<file path="src/rtl/rf_pkg.sv">
// Shared types and helpers for the register-file reader.
// Contents:
//   DEFAULT_WORD_LENGTH / DEFAULT_ADDR_WIDTH - default widths
//   word_t / addr_t                          - word and address types at default widths
//   is_zero_addr                             - true for the hard-wired zero register
package rf_pkg;

  localparam int unsigned DEFAULT_WORD_LENGTH = 32;
  localparam int unsigned DEFAULT_ADDR_WIDTH  = 5;

  typedef logic [DEFAULT_WORD_LENGTH-1:0] word_t;
  typedef logic [DEFAULT_ADDR_WIDTH-1:0]  addr_t;

  // Callers size-cast their address to 32 bits so any ADDR_WIDTH up to 32 works.
  function automatic logic is_zero_addr(input logic [31:0] addr);
    return (addr == 32'd0);
  endfunction

endpackage

</file>
<file path="src/rtl/rf_scoreboard.sv">
// Busy-bit scoreboard: one bit per register, set when a producer reserves it and cleared
// when writeback lands. Register 0 is never busy.
// Ports:
//   clk, rst            - clock, synchronous active-high reset
//   wr_en, wr_addr      - writeback clears busy
//   rsv_en, rsv_addr    - reserve sets busy (wins over a same-cycle write)
//   ra_addr, rb_addr    - lookup addresses
//   ra_busy, rb_busy    - combinational busy state (pre-update)
module rf_scoreboard
  import rf_pkg::*;
#(
  parameter int unsigned ADDR_WIDTH = DEFAULT_ADDR_WIDTH
) (
  input  logic                  clk,
  input  logic                  rst,
  input  logic                  wr_en,
  input  logic [ADDR_WIDTH-1:0] wr_addr,
  input  logic                  rsv_en,
  input  logic [ADDR_WIDTH-1:0] rsv_addr,
  input  logic [ADDR_WIDTH-1:0] ra_addr,
  input  logic [ADDR_WIDTH-1:0] rb_addr,
  output logic                  ra_busy,
  output logic                  rb_busy
);

  localparam int unsigned NUM_REGS = 2 ** ADDR_WIDTH;

  logic [NUM_REGS-1:0] busy_q;

  always_ff @(posedge clk) begin
    if (rst) begin
      busy_q <= '0;
    end else begin
      if (wr_en && !is_zero_addr(32'(wr_addr))) begin
        busy_q[wr_addr] <= 1'b0;
      end
      // Later assignment wins: a new producer reserving in the writeback cycle stays pending.
      if (rsv_en && !is_zero_addr(32'(rsv_addr))) begin
        busy_q[rsv_addr] <= 1'b1;
      end
    end
  end

  always_comb begin
    ra_busy = busy_q[ra_addr];
    rb_busy = busy_q[rb_addr];
  end

endmodule

</file>
<file path="src/rtl/reg_file_reader.sv">
// 2-read / 1-write register file with registered read ports and busy-bit scoreboard.
// A read request at cycle T reports at T+1 either rd_valid (both operands ready) or
// rd_stall (an operand has an outstanding producer; re-issue).
// Optional macro RF_BYPASS_EN: a same-cycle write forwards its data to the read and counts
// as not busy. Without it, the read sees the pre-write contents and busy state.
// Ports:
//   clk, rst                    - clock, synchronous active-high reset
//   wr_en, wr_addr, wr_data     - writeback port
//   rsv_en, rsv_addr            - reserve a register for a future write
//   rd_req, ra_addr, rb_addr    - read request
//   ra_data, rb_data            - registered operands
//   rd_valid, rd_stall          - one-cycle, mutually exclusive result flags
module reg_file_reader
  import rf_pkg::*;
#(
  parameter int unsigned WORD_LENGTH = DEFAULT_WORD_LENGTH,
  parameter int unsigned ADDR_WIDTH  = DEFAULT_ADDR_WIDTH
) (
  input  logic                   clk,
  input  logic                   rst,
  input  logic                   wr_en,
  input  logic [ADDR_WIDTH-1:0]  wr_addr,
  input  logic [WORD_LENGTH-1:0] wr_data,
  input  logic                   rsv_en,
  input  logic [ADDR_WIDTH-1:0]  rsv_addr,
  input  logic                   rd_req,
  input  logic [ADDR_WIDTH-1:0]  ra_addr,
  input  logic [ADDR_WIDTH-1:0]  rb_addr,
  output logic [WORD_LENGTH-1:0] ra_data,
  output logic [WORD_LENGTH-1:0] rb_data,
  output logic                   rd_valid,
  output logic                   rd_stall
);

  localparam int unsigned NUM_REGS = 2 ** ADDR_WIDTH;

  logic [WORD_LENGTH-1:0] mem [NUM_REGS];

  logic                   ra_busy_sb, rb_busy_sb;
  logic                   ra_busy, rb_busy;
  logic [WORD_LENGTH-1:0] ra_val, rb_val;
  logic                   wr_live;

  assign wr_live = wr_en && !is_zero_addr(32'(wr_addr));

  rf_scoreboard #(
    .ADDR_WIDTH (ADDR_WIDTH)
  ) u_scoreboard (
    .clk      (clk),
    .rst      (rst),
    .wr_en    (wr_en),
    .wr_addr  (wr_addr),
    .rsv_en   (rsv_en),
    .rsv_addr (rsv_addr),
    .ra_addr  (ra_addr),
    .rb_addr  (rb_addr),
    .ra_busy  (ra_busy_sb),
    .rb_busy  (rb_busy_sb)
  );

  // Storage. Entry 0 is never written, so it stays zero after reset.
  always_ff @(posedge clk) begin
    if (rst) begin
      for (int i = 0; i < NUM_REGS; i++) begin
        mem[i] <= '0;
      end
    end else if (wr_live) begin
      mem[wr_addr] <= wr_data;
    end
  end

  // Operand selection; busy reflects state before this cycle's reserve.
  always_comb begin
    ra_val  = mem[ra_addr];
    rb_val  = mem[rb_addr];
    ra_busy = ra_busy_sb;
    rb_busy = rb_busy_sb;
`ifdef RF_BYPASS_EN
    if (wr_live && (wr_addr == ra_addr)) begin
      ra_val  = wr_data;
      ra_busy = 1'b0;
    end
    if (wr_live && (wr_addr == rb_addr)) begin
      rb_val  = wr_data;
      rb_busy = 1'b0;
    end
`else
    // Reads see the pre-write contents; wr_data is only used through storage.
`endif
  end

  always_ff @(posedge clk) begin
    if (rst) begin
      ra_data  <= '0;
      rb_data  <= '0;
      rd_valid <= 1'b0;
      rd_stall <= 1'b0;
    end else begin
      rd_valid <= rd_req && !(ra_busy || rb_busy);
      rd_stall <= rd_req && (ra_busy || rb_busy);
      if (rd_req) begin
        ra_data <= ra_val;
        rb_data <= rb_val;
      end
    end
  end

endmodule

</file>
<file path="config.mk">
export PLATFORM = sky130hd
export DESIGN_NAME = reg_file_reader
export DESIGN_NICKNAME = d
export VERILOG_FILES = /design/src/rtl/rf_pkg.sv /design/src/rtl/rf_scoreboard.sv /design/src/rtl/reg_file_reader.sv
export SDC_FILE = /design/constraint.sdc
export NUM_CORES = 2
export LEC_CHECK = 0
export ABC_AREA = 0
export CAP_MARGIN = 20
export CORE_ASPECT_RATIO = 1.25
export CORE_MARGIN = 4
export CORE_UTILIZATION = 45
export DETAILED_ROUTE_END_ITERATION = 10
export PLACE_DENSITY = 0.73
export SLEW_MARGIN = 5
export SYNTH_ARGS = -nofsm -noshare
export SYNTH_HDL_FRONTEND = slang
export SYNTH_SLANG_ARGS = --single-unit
</file>
<file path="constraint.sdc">
create_clock -name clk -period 3.52 [get_ports clk]
set_input_delay 0.88 -clock clk [delete_from_list [all_inputs] [get_ports clk]]
set_output_delay 0.88 -clock clk [all_outputs]
set_load 0.005 [all_outputs]
</file>
==> results.md <==
- Final hold violation count: 0
- Core Rows: 147
- Area of the die: 134900 sq um
- Number of input and output port buffers inserted: 122
- Clock tree root buffer cell: clkbuf_16
- Final Critical Period: 2.778 ns
- Routed vias/inst: 6.250
- Actual transition at the worst max-transition pin: 1.121 ns
- Hold Buf Count CTS: 0
- Post-Place Cell Area: 62810 sq um
- Commonest cells after routing, fill and taps aside: edfxtp_1, and2_1, mux4_2
- Crit path DAT: 1.90 ns
- Cell family with the largest share of critical-path delay: buffers and inverters
- Number of global-route vias before repair: 37810
- Count of yosys warnings during synthesis: 0
- Maximum clock path buffer count: 3
- Slew Limit Fails: 0
- Met3 routing resource usage after global routing: 0.05250
- Via count of the routed design: 36310
- Gate Count Post-Synth: 3871
- Max Cap Violations: 0
- Post-synth cell types: 50
- Achievable clock frequency: 359.9 MHz
- Height of the chip: 409.7 microns
- Post-route cell area: 66310 sq um
- Net total in the final layout: 4055
- Share of synthesized registers carrying an async set or reset: 0
- Number of CTS-inserted buffers: 103
- Maximum fanout along the worst path: 2
- Final-layout setup total negative slack: 0 ns
- Setup fix buffers added after clock tree synthesis: 0
- DRC violation count after routing: 0
- Die width: 329.3 microns
- Critical Path, Cell by Cell: clkdlybuf4s50_1
- CP max-delay cell: clkdlybuf4s50_1
- Post-CTS resize count: 0
- H-tree depth: 3
- Total wirelength of the detailed-routed design: 173.6 mm
- Element type at the critical path start: flip-flop
- First DRT Iteration DRCs: 4712
- Worst Setup Path Type: flip-flop to output pin
- Data required time of the worst path: 2.64 ns
- Clock edge transition at the registers on the reported setup and hold paths: 0.07 ns
- Buf+Inv Stages, Crit Path: 1
- Detailed placement HPWL: 111.8 mm
- Number of clock sinks: 1122
- Number of enable flip-flop cells after synthesis: 1024
- Global placer's final weighted congestion: 0.9319
- Initial antenna violation count: 18
- Worst setup skew after layout: 0.03259 ns
- P&R area growth vs syn: 14.17%
- Starting Density: 0.4524
- Leakage power total: 22.92 nW
- Final worst-path cycle share: 0.7893
- Seq cells post-synth: 1122
- Total power draw: 30.91 mW
- Clock latency reported for the late side of the worst-skew pair: 0.72 ns
- Worst stage delay on the critical path: 0.59 ns
- Met2 GRT Util: 0.4315
- VDD IR max: 0.4872 mV
- Total global-route track usage: 0.2573
- Most frequent standard cell in the layout excluding fill and tap cells: edfxtp_1
- Total of endpoints with negative setup slack in the final report: 0
- Mapped Avg Cell Area: 15.00 sq um
- Max-slew headroom: 0.2500
- Count of nets left with antenna violations after detail routing: 0
- Post-synthesis sequential area ratio: 0.5632
- Post-Synthesis Cell Area: 58080 sq um
- Clock tree from TritonCTS: yes
- Hold crit path type: flip-flop to flip-flop
- RSZ-0062 raised after global routing: false
- Remaining global-route overflow: 0
- Flip-flop cell with the highest count after synthesis: edfxtp_1
- Detailed Routing Iterations Pass 1: 6
- Kind of end point of the critical path: output pin
- Power density relative to cell area: 466.1 nW/um^2
- Result of the run: completed
- Busiest layer in global routing: met2
- Wire length of the first global-routing pass: 253.1 mm
- Number of top-level design ports: 123
- Pin count of the biggest net entering global routing: 65
- Met1 track demand over resource: 0.3082
- Fraction of layout instances using a drive strength above 1: 0.2529
- Post-detailed-route wirelength per cell: 29.88 microns
- Core footprint: 128400 sq um
[cell families (layout without fill, tap and decap cells)]
| kind of cell | Yosys count | in the layout | share of synthesized area |
|---|---|---|---|
| mux | 669 | 669 | 0.2282 |
| simple gates | 1319 | 1319 | 0.1311 |
| flops | 1122 | 1122 | 0.5632 |
| other cells | 1 | 41 | 0.00006457 |
| compound gates | 329 | 329 | 0.04095 |
| buf+inv | 431 | 617 | 0.03641 |
[worst paths after layout]
kind,start,end,slack (ns),depth (start not counted)
worst max register to register,mem[31][21],ra_data[21],1.55,6
worst min-delay path,rb_data[15],rb_data[15],0.49,1
worst max-delay path,ra_data[0],ra_data[0],0.74,1
worst min register to register,rb_data[15],rb_data[15],0.49,1
[flip-flops by register name, indices dropped and copies added, names as in the netlist]
signal	cells
mem	1024
ra_data	32
rb_data	32
u_scoreboard.busy_q	32
rd_stall	1
rd_valid	1
[layer usage]
| metal | part of all wire | vias up | wire, microns |
|---|---|---|---|
| met2 | 0.50 | 2233 | 86350 |
| met1 | 0.33 | 18470 | 57580 |
| met3 | 0.10 | 565 | 18190 |
| li1 | - | 15030 | - |
| met5 | 0.00046 | - | 80 |
| met4 | 0.066 | 12 | 11400 |
[where the power goes]
part	total [mW]	internal (mW)	switching, mW
combinational	3.73	1.74	1.98
sequential	15.7	15.3	0.400
clock	11.5	6.33	5.17
[synth_stat cells, types with 3 or more instances]
cell       instances  area, sq um
buf_4             19        142.6
nor3b_1            5        37.54
or3_1              7        43.79
mux2_2             3        33.78
a22o_1            64        560.5
mux4_2           524        11800
o21bai_1          13        97.59
nor2_1           102        382.9
nor3_1             9        45.04
o22ai_1           82        513.0
clkbuf_1         253        949.7
mux2i_1          142         1421
nand2b_1           6        37.54
buf_1             14        52.55
a22oi_1            3        22.52
o21ai_1           60        300.3
o21ai_0           18        90.09
inv_1             33        123.9
a2111oi_2          5        75.07
buf_2             69        345.3
nand4b_1           3        26.28
a21o_1             8        60.06
a21oi_1            4        20.02
edfxtp_1        1024        30750
nand3_1           10        50.05
a31o_2             4        35.03
nand2_1          154        578.1
a2111oi_0         55        481.7
buf_6             40        450.4
nor2b_1           10        62.56
and2_1           996         6231
or2_2              3        18.77
nand3b_1           5        37.54
and3_1             3        18.77
a2111oi_1          4        40.04
dfxtp_1           98         1962
[final cells by class]
| class | count | area, sq um |
|---|---|---|
| Antenna cell | 9 | 22.52 |
| Clock buffer | 134 | 2809 |
| Clock inverter | 61 | 608.1 |
| Fill cell | 10450 | 62070 |
| Inverter | 33 | 123.9 |
| Multi-Input combinational cell | 2349 | 23640 |
| Sequential cell | 1122 | 32710 |
| Tap cell | 1713 | 2143 |
| Timing Repair Buffer | 389 | 4254 |
[per-stage QoR]
step / setup slack (ns) / cells / utilization / hold WS (ns)
after global placement: 0.3439 / 5603 / 0.4893 / 0.4687
after CTS: 0.7608 / 5798 / 0.5159 / 0.4864
after floorplan: 0.06882 / 3902 / - / 0.4547
after detailed placement: 0.3272 / 5603 / 0.4893 / 0.4702
after global routing: 0.7407 / 5803 / 0.5164 / 0.5015
final: 0.7416 / 5810 / 0.5165 / 0.4851
Power figures use the tool's default switching activity.
